--- config.mk ---
export PLATFORM = sky130hd
export DESIGN_NAME = swc_pkt_mem_read_pump_pf
export DESIGN_NICKNAME = d
export VERILOG_FILES = /design/src/rtl/swc_pkt_mem_read_pump_pf.sv
export SDC_FILE = /design/constraint.sdc
export NUM_CORES = 1
export LEC_CHECK = 0
export ABC_AREA = 1
export BUFFER_PORTS_ARGS = -buffer_cell sky130_fd_sc_hd__buf_2
export CORE_AREA = 2 2 221 223
export CTS_BUF_LIST = sky130_fd_sc_hd__clkbuf_8
export DETAILED_ROUTE_END_ITERATION = 10
export DIE_AREA = 0 0 223 225
export GPL_TIMING_DRIVEN = 0
export HOLD_SLACK_MARGIN = 0.06
export PLACE_DENSITY = 0.81
export SETUP_SLACK_MARGIN = 0.5
export SYNTH_ARGS = -nofsm -noshare
export SYNTH_HDL_FRONTEND = slang
export SYNTH_SLANG_ARGS = --single-unit
--- constraint.sdc ---
create_clock -name clk_i -period 20.3 [get_ports clk_i]
set_clock_uncertainty 0.05 [all_clocks]
set_input_delay 4.06 -clock clk_i [delete_from_list [all_inputs] [get_ports clk_i]]
set_output_delay 4.06 -clock clk_i [all_outputs]
set_load 0.02 [all_outputs]
--- src/rtl/swc_pkt_mem_read_pump_pf.sv ---
// Packet-memory read pump: streams one packet out of the wide frame-buffer SRAM along the page
// linked list, with two lines of read-ahead, successor prefetch at page start and packet abort.
module swc_pkt_mem_read_pump_pf #(
    parameter int g_page_addr_width = 10,
    parameter int g_page_size       = 128,
    parameter int g_data_width      = 20,
    parameter int g_ratio           = 16,
    parameter int g_mem_latency     = 2
) (
    input  logic                                                     clk_i,
    input  logic                                                     rst_n_i,
    input  logic [g_page_addr_width-1:0]                             pgaddr_i,
    input  logic                                                     pgreq_i,
    input  logic                                                     abort_i,
    output logic                                                     busy_o,
    output logic                                                     pgend_o,
    output logic                                                     pckend_o,
    output logic                                                     drdy_o,
    input  logic                                                     dreq_i,
    output logic [g_data_width-1:0]                                  d_o,
    input  logic                                                     sync_i,
    output logic [g_page_addr_width+$clog2(g_page_size/g_ratio)-1:0] addr_o,
    input  logic [g_data_width*g_ratio-1:0]                          q_i,
    output logic [g_page_addr_width-1:0]                             ll_addr_o,
    output logic                                                     ll_req_o,
    input  logic                                                     ll_valid_i,
    input  logic [g_page_addr_width-1:0]                             ll_data_i
);
    localparam int PAW   = g_page_addr_width;
    localparam int LINES = g_page_size / g_ratio;
    localparam int LW    = $clog2(LINES);
    localparam int WW    = $clog2(g_ratio);
    localparam int QW    = g_data_width * g_ratio;
    localparam int LAT   = g_mem_latency;
    localparam logic [PAW-1:0] PG_END    = '1;
    localparam logic [LW-1:0]  LINE_LAST = LW'(LINES - 1);
    localparam logic [WW-1:0]  WORD_LAST = WW'(g_ratio - 1);

    typedef enum logic [1:0] {S_IDLE, S_RUN, S_DRAIN, S_ABORT} state_t;

    state_t           state_q, state_d;
    logic [PAW-1:0]   fpage_q, fpage_d;
    logic [LW-1:0]    fline_q, fline_d;
    logic             fdone_q, fdone_d;
    logic [PAW-1:0]   succ_q, succ_d;
    logic             succ_vld_q, succ_vld_d;
    logic             ll_req_q, ll_req_d;
    logic [PAW-1:0]   ll_addr_q, ll_addr_d;
    logic [1:0]       full_q, full_d;
    logic [1:0]       rsv_q, rsv_d;
    logic             hd_q, hd_d;
    logic             wr_q, wr_d;
    logic [WW-1:0]    widx_q, widx_d;
    logic [LW-1:0]    oline_q, oline_d;
    logic [LAT-1:0]   pipe_vld_q, pipe_vld_d;
    logic [LAT-1:0]   pipe_idx_q, pipe_idx_d;
    logic             pgend_q, pgend_d;
    logic             pckend_q, pckend_d;
    logic [QW-1:0]    buf_q [2];
    logic [QW-1:0]    buf_d [2];

    logic xfer, head_last, other_held, any_held, buf_free;
    logic issue, hop, start, finish, cap, cidx, term_known;

    assign xfer       = drdy_o & dreq_i;
    assign head_last  = xfer & (widx_q == WORD_LAST);
    assign other_held = full_q[~hd_q] | rsv_q[~hd_q];
    assign any_held   = (|full_q) | (|rsv_q);
    assign buf_free   = ~full_q[wr_q] & ~rsv_q[wr_q];
    assign term_known = fdone_q & succ_vld_q & (succ_q == PG_END);
    assign issue      = (state_q == S_RUN) & ~abort_i & sync_i & buf_free & ~fdone_q;
    assign hop        = (state_q == S_RUN) & ~abort_i & fdone_q & succ_vld_q & (succ_q != PG_END);
    assign start      = (state_q == S_IDLE) & pgreq_i & ~abort_i & ~pckend_q;
    // Packet ends on the last word of the final line, or at once if nothing is left to deliver.
    assign finish     = (state_q == S_DRAIN) & ~abort_i & ((head_last & ~other_held) | ~any_held);
    assign cap        = pipe_vld_q[LAT-1];
    assign cidx       = pipe_idx_q[LAT-1];

    always_ff @(posedge clk_i or negedge rst_n_i) begin
        if (!rst_n_i) begin
            state_q    <= S_IDLE;
            fpage_q    <= '0;
            fline_q    <= '0;
            fdone_q    <= 1'b0;
            succ_q     <= '0;
            succ_vld_q <= 1'b0;
            ll_req_q   <= 1'b0;
            ll_addr_q  <= '0;
            full_q     <= '0;
            rsv_q      <= '0;
            hd_q       <= 1'b0;
            wr_q       <= 1'b0;
            widx_q     <= '0;
            oline_q    <= '0;
            pipe_vld_q <= '0;
            pipe_idx_q <= '0;
            pgend_q    <= 1'b0;
            pckend_q   <= 1'b0;
        end else begin
            state_q    <= state_d;
            fpage_q    <= fpage_d;
            fline_q    <= fline_d;
            fdone_q    <= fdone_d;
            succ_q     <= succ_d;
            succ_vld_q <= succ_vld_d;
            ll_req_q   <= ll_req_d;
            ll_addr_q  <= ll_addr_d;
            full_q     <= full_d;
            rsv_q      <= rsv_d;
            hd_q       <= hd_d;
            wr_q       <= wr_d;
            widx_q     <= widx_d;
            oline_q    <= oline_d;
            pipe_vld_q <= pipe_vld_d;
            pipe_idx_q <= pipe_idx_d;
            pgend_q    <= pgend_d;
            pckend_q   <= pckend_d;
        end
    end

    always_ff @(posedge clk_i) begin
        buf_q <= buf_d;
    end

    always_comb begin
        state_d = state_q;
        case (state_q)
            S_IDLE:  if (start) state_d = S_RUN;
            S_RUN: begin
                if (abort_i)         state_d = (ll_req_q & ~ll_valid_i) ? S_ABORT : S_IDLE;
                else if (term_known) state_d = S_DRAIN;
            end
            S_DRAIN: begin
                if (abort_i)     state_d = (ll_req_q & ~ll_valid_i) ? S_ABORT : S_IDLE;
                else if (finish) state_d = S_IDLE;
            end
            S_ABORT: if (ll_valid_i) state_d = S_IDLE;
            default: state_d = S_IDLE;
        endcase
    end

    always_comb begin
        fpage_d    = fpage_q;
        fline_d    = fline_q;
        fdone_d    = fdone_q;
        succ_d     = succ_q;
        succ_vld_d = succ_vld_q;
        ll_req_d   = ll_req_q;
        ll_addr_d  = ll_addr_q;
        full_d     = full_q;
        rsv_d      = rsv_q;
        hd_d       = hd_q;
        wr_d       = wr_q;
        widx_d     = widx_q;
        oline_d    = oline_q;
        buf_d      = buf_q;
        pipe_vld_d = '0;
        pipe_idx_d = '0;
        pipe_vld_d[0] = issue;
        pipe_idx_d[0] = wr_q;
        for (int i = 1; i < LAT; i++) begin
            pipe_vld_d[i] = pipe_vld_q[i-1];
            pipe_idx_d[i] = pipe_idx_q[i-1];
        end
        pgend_d  = head_last & (oline_q == LINE_LAST) & ~abort_i;
        pckend_d = finish;

        if (ll_req_q && ll_valid_i) begin
            ll_req_d = 1'b0;
            if (state_q == S_RUN && !abort_i) begin
                succ_d     = ll_data_i;
                succ_vld_d = 1'b1;
            end
        end
        if (start || hop) begin
            fpage_d    = start ? pgaddr_i : succ_q;
            fline_d    = '0;
            fdone_d    = 1'b0;
            succ_vld_d = 1'b0;
            ll_req_d   = 1'b1;
            ll_addr_d  = start ? pgaddr_i : succ_q;
        end
        if (start) begin
            hd_d    = 1'b0;
            wr_d    = 1'b0;
            widx_d  = '0;
            oline_d = '0;
        end
        if (issue) begin
            rsv_d[wr_q] = 1'b1;
            wr_d        = ~wr_q;
            if (fline_q == LINE_LAST) fdone_d = 1'b1;
            else                      fline_d = fline_q + 1'b1;
        end
        if (cap) begin
            full_d[cidx] = 1'b1;
            rsv_d[cidx]  = 1'b0;
            buf_d[cidx]  = q_i;
        end
        if (xfer) begin
            widx_d = widx_q + 1'b1;
            if (widx_q == WORD_LAST) begin
                full_d[hd_q] = 1'b0;
                hd_d         = ~hd_q;
                oline_d      = oline_q + 1'b1;
            end
        end
        // Abort drops buffered and in-flight lines; a pending LL read is still allowed to complete.
        if (abort_i && (state_q == S_RUN || state_q == S_DRAIN)) begin
            full_d     = '0;
            rsv_d      = '0;
            pipe_vld_d = '0;
            widx_d     = '0;
        end
    end

    always_comb begin
        busy_o    = (state_q != S_IDLE);
        drdy_o    = full_q[hd_q];
        d_o       = drdy_o ? buf_q[hd_q][widx_q*g_data_width +: g_data_width] : '0;
        pgend_o   = pgend_q;
        pckend_o  = pckend_q;
        addr_o    = {fpage_q, fline_q};
        ll_addr_o = ll_addr_q;
        ll_req_o  = ll_req_q;
    end
endmodule

After elaboration in Yosys (flattened, before gate mapping)
Cells that the tools add are included.
{"block": "totals", "wordCells": 171, "regBits": 687, "in_bits": 347}
{"block": "classes", "order_cmp": 10, "mul": 1, "shifts": 1, "n_reduce_logical": 21, "n_mux": 62, "bitwise": 42, "n_eq_ne": 12, "add_sub_neg": 3}
{"operator": "$mux 320", "count": 4}
{"operator": "$bwmux 640", "count": 1}
{"operator": "$demux 320 s1", "count": 1}
{"operator": "$shiftx 320x10->20", "count": 1}
{"operator": "$mux 2", "count": 15}
{"operator": "$mux 1", "count": 26}
{"operator": "$and 1x1->1", "count": 21}
{"operator": "$mux 20", "count": 1}
{"operator": "$mux 3", "count": 6}
{"operator": "$mux 4", "count": 3}
{"operator": "$eq 10x10->1 const B", "count": 1}
{"operator": "$mux 10", "count": 1}
{"operator": "$ne 10x10->1 const B", "count": 1}
{"operator": "$not 1->1", "count": 10}
{"operator": "$lt 1x2->1 const B", "count": 4}
{"operator": "$pmux 2 s4", "count": 1}
{"operator": "$reduce_bool 2->1", "count": 4}
{"operator": "$logic_and 1x1->1", "count": 7}
{"operator": "$mul 4x3->7 const B", "count": 1}
{"operator": "$add 3x1->3 const B", "count": 2}
{"operator": "$eq 3x3->1 const B", "count": 2}
{"operator": "$ne 3x3->1 const B", "count": 2}
{"operator": "$add 4x1->4 const B", "count": 1}
{"operator": "$and 2x2->2", "count": 2}
{"operator": "19 further kinds", "count": 34}

Longest topological paths before layout
Gate-level depths: netlist (run 1).
{"block": "depth", "word_depth": 11, "depth_mapped": 12, "mapped_depth_nobuf": 12}

Least setup slack after synthesis (run 1)
OpenSTA, ideal clock, no wires.
{"block": "synth_timing", "kind": "flip-flop to flip-flop", "from": "reg pipe_vld_q[1]", "to": "reg full_q[0]", "period_less_slack_ns": 15.030, "t_required_ns": 20.123, "path_slack_ns": 5.270, "arrival_ns": 14.853, "path_stages_with_launch": 5, "cell_sequence": "dfrtp_1 inv_1 nor2_1 o21ai_0 a21oi_1"}
{"block": "synth_via", "elab_chain_cells": 5}
{"item": "start, declared", "line_no": "55", "source": "logic [LAT-1:0] pipe_vld_q, pipe_vld_d;"}
{"item": "start signal, assigned", "line_no": "114", "source": "pipe_vld_q <= pipe_vld_d;"}
{"item": "$mux 2 *", "line_no": "195", "source": "if (cap) begin"}
{"item": "$and 2x2->2 (no line)"}
{"item": "$mux 2", "line_no": "202", "source": "if (widx_q == WORD_LAST) begin"}
{"item": "$mux 2 *", "line_no": "200", "source": "if (xfer) begin"}
{"item": "$mux 2 *", "line_no": "209", "source": "if (abort_i && (state_q == S_RUN || state_q == S_DRAIN)) begin"}
{"item": "via full_d[0]", "line_no": "49", "source": "logic [1:0] full_q, full_d;"}
{"item": "end signal, assigned", "line_no": "108", "source": "full_q <= full_d;"}
{"item": "end, declared", "line_no": "49"}
The timed path passes the listed nets; every way through them passes the cells marked *.
A chain may end at the register's enable or synchronous reset.

Final worst setup path (run 1)
{"block": "layout_timing", "from": "reg widx_q[0]", "to": "out d_o[12]"}
{"block": "layout_via", "elab_chain_cells": 3}
{"item": "start, declared", "line_no": "53", "source": "logic [WW-1:0] widx_q, widx_d;"}
{"item": "start signal, assigned", "line_no": "112", "source": "widx_q <= widx_d;"}
{"item": "$mul 4x3->7", "line_no": "220", "source": "d_o = drdy_o ? buf_q[hd_q][widx_q*g_data_width +: g_data_width] : '0;"}
{"item": "$shiftx 320x10->20", "line_no": "220"}
{"item": "$mux 20", "line_no": "220"}
{"item": "end, declared", "line_no": "20", "source": "output logic [g_data_width-1:0] d_o,"}
Every way passes these cells.

==> results of run 1 <==
[worst register-to-register path, delay by kind of cell (launching register included)]
kind / cells / cell delay [ns]
buffers and inverters: 4 / 0.89
AND/OR/NAND/NOR: 1 / 0.79
flip-flops: 1 / 0.41
[metrics by stage]
step	instances	area (sq um)	power, mW	hold slack (ns)	setup slack [ns]
after global placement	3392	30700	2.56	0.284	-1.85
after global routing	3625	33000	3.72	0.304	12.84
after detailed placement	3405	31000	2.53	0.286	13.68
after floorplan	2383	28000	2.27	0.281	5.27
after CTS	3604	32900	3.57	0.299	12.90
final	3641	33000	3.57	0.297	12.95
[cells by family (layout without fill, tap and decap cells)]
group                      count (synthesis)  count (layout)  share of synthesized area
AOI/OAI and AO/OA                        125             125                     0.0231
muxes                                      9               9                    0.00358
and+or+nand+nor                         1365            1365                      0.204
buffers and inverters                    185             791                     0.0346
adders and majority gates                 10              10                    0.00447
xor gates and xnor gates                   2               2                   0.000627
DFF                                      687             687                      0.729
other                                      0              37                          0
[registers in the layout, indices dropped and copies added, names as in the netlist]
name,flops
hd_q,1
ll_req_o,1
pipe_vld_q,2
fline_q,3
state_q,2
oline_q,3
buf_q,640
succ_vld_q,1
wr_q,1
fdone_q,1
ll_addr_o,10
widx_q,4
full_q,2
rsv_q,2
pckend_o,1
pipe_idx_q,2
pgend_o,1
succ_q,10
[power by group through the flow]
stage               clock, mW  sequential (mW)  combinational [mW]
detailed placement          0             1.78               0.756
floorplan                   0             1.83               0.442
global placement            0             1.85               0.711
global route             1.12             1.76               0.837
finish                   1.05             1.75               0.772
CTS                      1.06             1.75               0.759
[area by class of cell]
| cell class | count | area (sq um) | area share |
|---|---|---|---|
| Clock inverter | 89 | 407 | 0.0123 |
| Timing Repair Buffer | 407 | 2270 | 0.0687 |
| Clock buffer | 110 | 1510 | 0.0458 |
| Buffer | 151 | 837 | 0.0253 |
| Tap cell | 615 | 769 | 0.0233 |
| Inverter | 34 | 138 | 0.00417 |
| Sequential cell | 687 | 20400 | 0.617 |
| Antenna cell | 37 | 92.6 | 0.00280 |
| Multi-Input combinational cell | 1511 | 6610 | 0.200 |
[placed cells by master, fill, tap and decap left out, types with 11 or more instances in the layout]
cell      synthesis  routed
clkinv_1          0      34
clkinv_2          0      18
inv_1            32      62
dfrtp_1          47      47
a21oi_1          68      68
edfxtp_1        640     640
clkbuf_8          0     110
nand3_1         433     433
buf_2            66     460
diode_2           0      37
o21ai_1          11      11
o21ai_0          37      37
clkbuf_1         37      37
buf_4            27      27
nor2_1          156     155
nand2_1         758     758
nand4_1          12      12
[layer usage]
metal | vias to the layer above | wire [microns] | global-route usage
met2 | 1327 | 37700 | 0.501
met1 | 9992 | 29400 | 0.410
met5 | - | 149 | 0
li1 | 9431 | - | -
met3 | 203 | 9190 | 0.0821
met4 | 22 | 3720 | 0.165
[path summary, 6_finish.rpt]
path,start,end,slack [ns]
min,pipe_idx_q[0],pipe_idx_q[1],0.30
max,widx_q[0],d_o[12],12.95
max in group asynchronous,rst_n_i,pipe_vld_q[1],16.03
max reg2reg,pipe_idx_q[1],buf_q[525],17.85
min reg2reg,pipe_idx_q[0],pipe_idx_q[1],0.30
min in group asynchronous,rst_n_i,ll_addr_o[7],3.49
==> summary.md, run 1 <==
| Metric | Value |
|---|---|
| Pint | 2.46 mW |
| Leading area contributor after synthesis | edfxtp_1 |
| Final core utilization | 0.695 |
| CTS tree | yes |
| FFs w/ async S/R, synth | 0.0684 |
| Sequential Power Share | 0.489 |
| Initial DRC Count | 2,855 |
| Setup tns final | 0 ns |
| CP dominant cell by count | buf_2 |
| Clock Latency Late Sink | 0.71 ns |
| CTS root buf | clkbuf_8 |
| Max cap viols | 0 |
| Min cycle time layout | 7.35 ns |
| Final Setup Violations | 0 |
| DP HPWL | 58,000 microns |
| Slowest CP cell | dfrtp_1 |
| Netlist cell types | 32 |
| PortBufs | 394 |
| Number of global-route vias before repair | 20,300 |
| Ports | 395 |
| Cell with the most instances after synthesis | nand2_1 |
| WL/cell | 22.0 microns |
| Peak VDD IR | 0.0000863 V |
| Post-CTS Setup Bufs | 0 |
| Hold Buf Count CTS | 0 |
| Number of synthesized flops with an enable pin | 640 |
| Vert. Die Dim | 225 microns |
| Synth Instances | 2,383 |
| TritonCTS Sinks | 687 |
| GPL Wtd Cong | 0.930 |
| Synth Register Bits | 687 |
| Switching pwr | 1.11 mW |
| Clock-pin slew on the worst setup and hold paths | 0.06 ns |
| CTS resizes | 0 |
| Final slew viol count | 0 |
| Critical path required time | 16.19 ns |
| Top delay family on crit path | buffers and inverters |
| CP Cell Sequence | buf_2 -> inv_4 -> buf_2 -> buf_2 -> nand3_1 -> nand3_1 -> nand3_1 -> a21oi_1 -> nor2_1 -> buf_2 |
| First-pass GRT wire length | 118,000 microns |
| Syn Area/Cell | 11.7 sq um |
| Final Cycle Share | 0.362 |
| Core Region | 0.0475 sq mm |
| Crit start category | flip-flop |
| Die Area | 0.0502 sq mm |
| Area contributors post-synth | edfxtp_1, nand2_1, nand3_1, dfrtp_1, nor2_1 |
| Final nets | 3,258 |
| Initial antenna violation count | 42 |
| CP arrival | 3.24 ns |
| Fmax | 136 MHz |
| H-tree levels | 3 |
| Area Overhead vs Synth | 18.1% |
| RSZ-0062 raised after global routing | no |
| Die Wd | 223 microns |
| Pwr/cell area | 108 mW/mm^2 |
| Worst hold path cell count | 0 |
| Status | completed |
| Synth Flop Type | edfxtp_1 |
| TritonRoute pass-1 iters | 6 |
| Vias/cell | 5.76 |
| CTS max path bufs | 3 |
| Post-Syn Area | 0.0280 sq mm |
| Max incr delay on CP | 0.39 ns |
| Worst path depth | 10 |
| All-layer global routing usage | 0.317 |
| Worst Max-Slew Pin Slew | 1.06 ns |
| Slew margin rel. | 0.291 |
| Comb pwr share | 0.216 |
| LEAKAGE | 13.0 nW |
| Setup crit end kind | primary output |
| Buf+Inv Stages, Crit Path | 5 |
| Clock power share | 0.295 |
| Crit-path max FO | 10 |
| WS Path Type | flip-flop to primary output |
| Fillcell total | 3,308 |
| Seq/Total Area, Yosys | 0.729 |
| DRC Markers | 0 |
| Net Sw Frac | 0.312 |
| CTS Buf Count | 109 |
| Drt total wl | 80,100 microns |
| Gr ovfl total | 0 |
| Share of post-route cells with drive strength above 1 | 0.221 |
| Core Rows | 80 |
| Hold Vio Cnt, Final | 0 |
| Antenna-violating nets left | 0 |
| Hold WC Path Type | flip-flop to flip-flop |
| Pin count of the biggest net entering global routing | 116 |
| Initial core utilization | 0.588 |
| Post-Syn Nets | 2,740 |
| Post-synth top cells | nand2_1, edfxtp_1, nand3_1 |
| Yosys warns | 0 |
| R2R cell count | 5 |
| Post-synth top area share | 0.687 |
| Vias post-DR | 21,000 |
Note: power is estimated with default switching activity, not from simulation.
==> run 2, diff against run 1 <==
--- a/config.mk
+++ b/config.mk
@@ -5,12 +5,12 @@
 export SDC_FILE = /design/constraint.sdc
 export NUM_CORES = 1
 export LEC_CHECK = 0
-export ABC_AREA = 1
+export ABC_AREA = 0
 export BUFFER_PORTS_ARGS = -buffer_cell sky130_fd_sc_hd__buf_2
-export CORE_AREA = 2 2 221 223
+export CORE_AREA = 2 2 219 221
 export CTS_BUF_LIST = sky130_fd_sc_hd__clkbuf_8
 export DETAILED_ROUTE_END_ITERATION = 10
-export DIE_AREA = 0 0 223 225
+export DIE_AREA = 0 0 221 223
 export GPL_TIMING_DRIVEN = 0
 export HOLD_SLACK_MARGIN = 0.06
 export PLACE_DENSITY = 0.81
==> constraint.sdc (replaced) <==
create_clock -name clk_i -period 7.1 [get_ports clk_i]
set_clock_uncertainty 0.05 [all_clocks]
set_input_delay 1.42 -clock clk_i [delete_from_list [all_inputs] [get_ports clk_i]]
set_output_delay 1.42 -clock clk_i [all_outputs]
set_load 0.02 [all_outputs]
==> run 2 against run 1 <==
Compared with the run above:
- critical path depth shrank 5
- largest power group unchanged
- power grew to 2.6 times the previous value
- hold slack gained 0.0054 ns
- critical path type unchanged
- non-clock buffer count shrank 54
- design area shrank 1.9%
- via count shrank 26%
==> summary.md, run 2 <==
| Metric | Value |
|---|---|
| Final Cycle Share | 0.691 |
| DRC Markers | 0 (unchanged) |
| Vias/cell | 5.90 (+2.4%) |
| Sequential Power Share | 0.528 (+0.039) |
| Hold Buf Count CTS | 0 (unchanged) |
| Initial core utilization | 0.580 (-0.00772) |
| Synth Register Bits | 687 (unchanged) |
| Die Area | 0.0493 sq mm (-1.8%) |
| Post-Syn Area | 0.0274 sq mm (-2.1%) |
| Reg with most FFs | buf_q |
| Initial antenna violation count | 32 (-24%) |
| WS Path Type | flip-flop to primary output |
| Number of global-route vias before repair | 16,300 (-20%) |
| Setup ws final | 2.19 ns (-10.76 ns) |
| Vias post-DR | 15,600 (-26%) |
| CP dominant cell by count | clkbuf_1 |
| Multi-input gate area | 0.00625 sq mm (-5.3%) |
| Fillcell total | 3,015 (-8.9%) |
| Fmax | 204 MHz |
| Setup crit end kind | primary output |
| Synth Area in Simple Gates | 0.0242 (-0.180) |
| Antenna-violating nets left | 0 (unchanged) |
| Pint | 6.93 mW (+180%) |
| Clock-pin slew on the worst setup and hold paths | 0.07 ns (about the same) |
| Largest family of logic cells by synthesized area | multiplexers |
| Status | completed |
| XOR/XNOR Fraction of Synth Area | 0.000640 (+0.0000137) |
| Die Wd | 221 microns (-0.90%) |
| FFs w/ async S/R, synth | 0.0684 (unchanged) |
| Post-synth top area share | 0.702 (+0.0151) |
| Commonest non-fill, non-tap cell in the layout | edfxtp_1 |
| Compound-Gate Fraction of Synth Area | 0.0569 (+0.0338) |
| TritonRoute pass-1 iters | 5 (-1) |
| Final nets | 2,277 (-30%) |
| Post-synth top cells | edfxtp_1, mux2i_1, mux4_2 |
| H-tree levels | 3 (unchanged) |
| Hold Vio Cnt, Final | 0 (unchanged) |
| Clock power share | 0.312 (+0.017) |
| All-layer global routing usage | 0.279 (-0.0386) |
| Crit start category | flip-flop |
| Max incr delay on CP | 0.63 ns (+0.24 ns) |
| CP arrival | 3.44 ns (+0.20 ns) |
| Final Setup Violations | 0 (unchanged) |
| Core Region | 0.0471 sq mm (-0.84%) |
| CTS tree | yes |
| Slowest CP cell | clkbuf_1 |
| DP HPWL | 48,000 microns (-17%) |
| Net Sw Frac | 0.265 (-0.0464) |
| Share of post-route cells with drive strength above 1 | 0.373 (+0.152) |
| Switching pwr | 2.51 mW (+120%) |
| Hold WS | 0.302 ns (+0.00537 ns) |
| Clock Latency Late Sink | 0.71 ns (about the same) |
| Comb pwr share | 0.159 (-0.057) |
| Pin count of the biggest net entering global routing | 73 (-37%) |
| Post-CTS Setup Bufs | 0 (unchanged) |
| Area contributors post-synth | edfxtp_1, mux2i_1, mux4_2, dfrtp_1, a221oi_2 |
| PortBufs | 394 (unchanged) |
| DP Worst Slack | 2.91 ns (-10.77 ns) |
| Worst Max-Slew Pin Slew | 1.05 ns (-0.00993 ns) |
| Min cycle time layout | 4.91 ns |
| Post-Syn Nets | 1,759 (-36%) |
| Critical path required time | 5.63 ns (-10.56 ns) |
| Peak VDD IR | 0.000213 V (+150%) |
| Max cap viols | 0 (unchanged) |
| CTS root buf | clkbuf_8 |
| Netlist cell types | 55 (+72%) |
| Final slew viol count | 0 (unchanged) |
| TritonCTS Sinks | 687 (unchanged) |
| CTS max path bufs | 3 (unchanged) |
| RSZ-0062 raised after global routing | no |
| Reg2reg setup slack | 4.57 ns (-13.28 ns) |
| Cell with the most instances after synthesis | edfxtp_1 |
| Core Rows | 80 (unchanged) |
| Adder-cell share of the synthesized area | 0.00457 (+0.0000980) |
| Seq/Total Area, Yosys | 0.745 (+0.0160) |
| Area post-placement | 0.0305 sq mm (-1.7%) |
| Crit-path max FO | 10 (unchanged) |
| Post-synthesis mux area share | 0.142 (+0.138) |
| Max reg flops | 640 (unchanged) |
| Pwr/cell area | 291 mW/mm^2 (+170%) |
| LEAKAGE | 11.4 nW (-13%) |
| Power Total | 9.44 mW (+160%) |
| Slew margin rel. | 0.298 (+0.00662) |
| Gr ovfl total | 0 (unchanged) |
| Design Area, Final | 0.0324 sq mm (-1.9%) |
| Vert. Die Dim | 223 microns (-0.89%) |
| Initial DRC Count | 1,536 (-46%) |
| Area Overhead vs Synth | 18.5% |
| Commonest non-fill, non-tap cells in the layout | edfxtp_1, buf_2, mux2i_1 |
| Hold WC Path Type | flip-flop to flip-flop |
| Ports | 395 (unchanged) |
| WL/cell | 26.0 microns (+18%) |
| GPL Wtd Cong | 0.859 (-7.6%) |
| Drt total wl | 68,600 microns (-14%) |
| Synth Flop Type | edfxtp_1 |
| Syn Area/Cell | 19.5 sq um (+66%) |
| CTS resizes | 0 (unchanged) |
| Leading area contributor after synthesis | edfxtp_1 |
| CTS Buf Count | 106 (-2.8%) |
| CP Cell Sequence | clkbuf_1 -> clkbuf_1 -> a41oi_1 -> a221oi_2 -> buf_2 |
| Yosys warns | 0 (unchanged) |
| Number of synthesized flops with an enable pin | 640 (unchanged) |
| Synth Instances | 1,402 (-41%) |
| First-pass GRT wire length | 99,400 microns (-15%) |
| Area occupied by registers | 0.0204 sq mm (unchanged) |
-- run 2: worst paths after layout --
| kind | start | to | cells past startpoint |
|---|---|---|---|
| max | widx_q[2] | d_o[17] | 5 |
| min | pipe_idx_q[0] | pipe_idx_q[1] | 0 |
| max reg2reg | pipe_idx_q[1] | buf_q[46] | 4 |
| min reg2reg | pipe_idx_q[0] | pipe_idx_q[1] | 0 |
| max in group asynchronous | rst_n_i | hd_q | 1 |
| min in group asynchronous | rst_n_i | ll_addr_o[7] | 1 |
-- run 2: critical path, delay by kind of cell (launching register included) --
kind / cells / cell delay [ns]
buf+inv: 3 / 1.46
flops: 1 / 0.52
compound gates: 2 / 0.74
-- run 2: cells by family after synthesis --
logic type / count (synthesis)
flip-flops: 687
multiplexers: 284
AO/OA/AOI/OAI: 179
AND/OR/NAND/NOR: 136
buffers and inverters: 104
adder cells (fa/ha/maj): 10
XOR/XNOR: 2
-- run 2: power groups by stage --
stage	registers (mW)	logic [mW]	clock network [mW]
2_1_floorplan	5.12	0.881	0
3_3_place_gp	5.13	1.40	0
3_5_place_dp	5.07	1.51	0
4_1_cts	4.99	1.51	2.99
5_1_grt	5.02	1.60	3.16
6_report	4.99	1.50	2.95
-- run 2: per-stage QoR --
step / utilization / cells / setup TNS, ns
after global placement: 0.639 / 2411 / -221.51
final: 0.688 / 2641 / 0
after global routing: 0.687 / 2632 / 0
after detailed placement: 0.646 / 2427 / 0
after floorplan: - / 1402 / 0
after CTS: 0.686 / 2617 / 0
-- run 2: cell type report --
class,instances,share of cell area
Inverter,10,0.00116
Tap cell,615,0.0237
Clock inverter,80,0.0112
Timing Repair Buffer,410,0.0721
Clock buffer,110,0.0467
Sequential cell,687,0.629
Multi-Input combinational cell,611,0.193
Antenna cell,24,0.00185
Buffer,94,0.0211
-- run 2: per-layer routing --
layer / global-route usage / part of all wire
met5: 0 / 0.0023
met4: 0.121 / 0.031
met3: 0.0805 / 0.093
met2: 0.468 / 0.51
met1: 0.339 / 0.36
==> run 3, diff against run 2 <==
--- a/config.mk
+++ b/config.mk
@@ -7,13 +7,13 @@
 export LEC_CHECK = 0
 export ABC_AREA = 0
 export BUFFER_PORTS_ARGS = -buffer_cell sky130_fd_sc_hd__buf_2
-export CORE_AREA = 2 2 219 221
+export CORE_AREA = 2 2 231 233
 export CTS_BUF_LIST = sky130_fd_sc_hd__clkbuf_8
 export DETAILED_ROUTE_END_ITERATION = 10
-export DIE_AREA = 0 0 221 223
+export DIE_AREA = 0 0 233 235
 export GPL_TIMING_DRIVEN = 0
 export HOLD_SLACK_MARGIN = 0.06
-export PLACE_DENSITY = 0.81
+export PLACE_DENSITY = 0.77
 export SETUP_SLACK_MARGIN = 0.5
 export SYNTH_ARGS = -nofsm -noshare
 export SYNTH_HDL_FRONTEND = slang
==> constraint.sdc (replaced) <==
create_clock -name clk_i -period 4.34 [get_ports clk_i]
set_clock_uncertainty 0.05 [all_clocks]
set_input_delay 0.868 -clock clk_i [delete_from_list [all_inputs] [get_ports clk_i]]
set_output_delay 0.868 -clock clk_i [all_outputs]
set_load 0.02 [all_outputs]
==> run 3 against run 2 <==
Compared with the run above:
- power grew 70%
- largest cell class unchanged
- setup slack lost 1.7 ns
- final cell count grew 2.9%
- sequential power grew 64%
- design area grew 2.2%
- sequential share of layout area shrank 1.4 points
- clock power grew 80%
- first-iteration DRC count shrank 4.4%
- critical path depth grew 4
- non-clock buffer count grew 8
- combinational power grew 69%
- critical endpoint is now d_o[11]
==> summary.md, run 3 (synthesized netlist as in run 2, its figures left out) <==
| Metric | Value |
|---|---|
| DRC Markers | 0 (unchanged) |
| Ports | 395 (unchanged) |
| Fmax | 262 MHz |
| Final slew viol count | 0 (unchanged) |
| Reg2reg setup slack | 2.04 ns (-2.53 ns) |
| Min cycle time layout | 3.81 ns |
| PortBufs | 394 (unchanged) |
| CTS Buf Count | 107 (+0.94%) |
| DP HPWL | 49,500 microns (+3.1%) |
| Worst Max-Slew Pin Slew | 1.07 ns (+0.0155 ns) |
| Core Rows | 84 (+5.0%) |
| Vias post-DR | 15,400 (-1.0%) |
| CTS max path bufs | 3 (unchanged) |
| Share of post-route cells with drive strength above 1 | 0.413 (+0.0399) |
| Clock-pin slew on the worst setup and hold paths | 0.07 ns (about the same) |
| Setup crit end kind | primary output |
| TritonCTS Sinks | 687 (unchanged) |
| Gr ovfl total | 0 (unchanged) |
| Commonest non-fill, non-tap cells in the layout | edfxtp_1, buf_2, mux2i_1 |
| Hold WS | 0.268 ns (-0.0338 ns) |
| Critical path required time | 3.42 ns (-2.21 ns) |
| CP arrival | 2.89 ns (-0.55 ns) |
| Hold WC Path Type | input pin to flip-flop |
| WS Path Type | flip-flop to primary output |
| GPL Wtd Cong | 0.911 (+6.0%) |
| Crit-path max FO | 8 (-2) |
| Crit start category | flip-flop |
| LEAKAGE | 11.6 nW (+2.2%) |
| Status | completed |
| Vias/cell | 5.68 (-3.8%) |
| RSZ-0062 raised after global routing | yes |
| Die Area | 0.0548 sq mm (+11%) |
| Slew margin rel. | 0.288 (-0.0103) |
| CTS tree | yes |
| Drt total wl | 70,300 microns (+2.5%) |
| H-tree levels | 3 (unchanged) |
| Final Cycle Share | 0.878 |
| First-pass GRT wire length | 101,000 microns (+1.4%) |
| Vert. Die Dim | 235 microns (+5.4%) |
| Die Wd | 233 microns (+5.4%) |
| Clock Latency Late Sink | 0.72 ns (about the same) |
| Max reg flops | 640 (unchanged) |
| WL/cell | 25.9 microns (-0.40%) |
| All-layer global routing usage | 0.257 (-0.0213) |
| Max cap viols | 0 (unchanged) |
| Initial antenna violation count | 40 (+25%) |
| Pin count of the biggest net entering global routing | 66 (-9.6%) |
| CTS root buf | clkbuf_8 |
| Hold Vio Cnt, Final | 0 (unchanged) |
| Initial core utilization | 0.524 (-0.0566) |
| Final nets | 2,286 (+0.40%) |
| Initial DRC Count | 1,469 (-4.4%) |
| Area Overhead vs Synth | 21.1% |
| DP Worst Slack | 0.483 ns (-2.42 ns) |
| Reg with most FFs | buf_q |
| Pwr/cell area | 484 mW/mm^2 (+66%) |
| Final Setup Violations | 0 (unchanged) |
| Commonest non-fill, non-tap cell in the layout | edfxtp_1 |
| Antenna-violating nets left | 0 (unchanged) |
| Peak VDD IR | 0.000368 V (+73%) |
| Core Region | 0.0522 sq mm (+11%) |
| Number of global-route vias before repair | 16,300 (-0.074%) |
| TritonRoute pass-1 iters | 6 (+1) |
| Hold Buf Count CTS | 0 (unchanged) |
| Setup ws final | 0.530 ns (-1.66 ns) |
-- run 3: changes by cell type in the layout (fill, tap and decap cells not counted), sizes merged --
cell,before,now
clkbuf,140,147
buf,474,480
clkinv,34,31
clkinvlp,4,1
inv,51,43
diode,24,22
bufinv,1,7
-- run 3: final timing paths --
path                               start             to  cells past startpoint
hold / removal                  q_i[239]     buf_q[559]                      1
max in group asynchronous        rst_n_i      widx_q[2]                      1
setup / recovery               widx_q[0]        d_o[11]                      9
setup reg to reg           pipe_idx_q[1]     buf_q[622]                      5
hold reg to reg            pipe_idx_q[0]  pipe_idx_q[1]                      0
min in group asynchronous        rst_n_i   ll_addr_o[8]                      1
-- run 3: timing repair --
action                                  in CTS  in global routing
gates resized for setup                     76                 38
endpoints found under the setup margin      20                 19
buffers inserted                             6                  1
gates cloned                                 0                  1
pin swaps                                    4                  9
-- run 3: cell type report --
class                      count  area [sq um]
multi-input combinational    611          6420
buffer                        94           801
clock buffer                 115          1580
tap                          688           861
inverter                      10          37.5
fill                        3585         19100
timing repair buffer         418          2460
antenna                       22          55.1
clock inverter                72           514
sequential                   687         20400
-- run 3: report_power, final --
group	switching, mW	total, mW	internal [mW]
registers	0.229	8.16	7.93
logic	1.47	2.54	1.07
clock network	2.46	5.32	2.86
-- run 3: metal layers --
layer  vias up  share of wire  global-route usage
li1       6826              -                   -
met1      7717           0.37               0.314
met2       676           0.49               0.420
met3       166          0.092              0.0824
met4        44          0.039               0.116
met5         -         0.0038                   0
-- run 3: through the flow --
step	total power, mW	instance area (sq um)	setup TNS (ns)	utilization	std cells
after floorplan	9.82	27400	-572.52	-	1402
after global placement	10.7	30200	-1897.87	0.578	2484
after detailed placement	10.8	30600	0	0.585	2500
after CTS	16.1	32900	0	0.631	2693
after global routing	16.6	33100	0	0.634	2704
final	16.0	33100	0	0.634	2717
-- run 3: worst max-delay path, cell delays in order, from the launching register on --
cell and delay (ns):
dfrtp_1 0.41, buf_8 0.16, buf_12 0.15, buf_16 0.16, clkbuf_16 0.17, mux2i_1 0.13
a221oi_2 0.23, o21ai_1 0.21, a221oi_2 0.33, buf_4 0.22
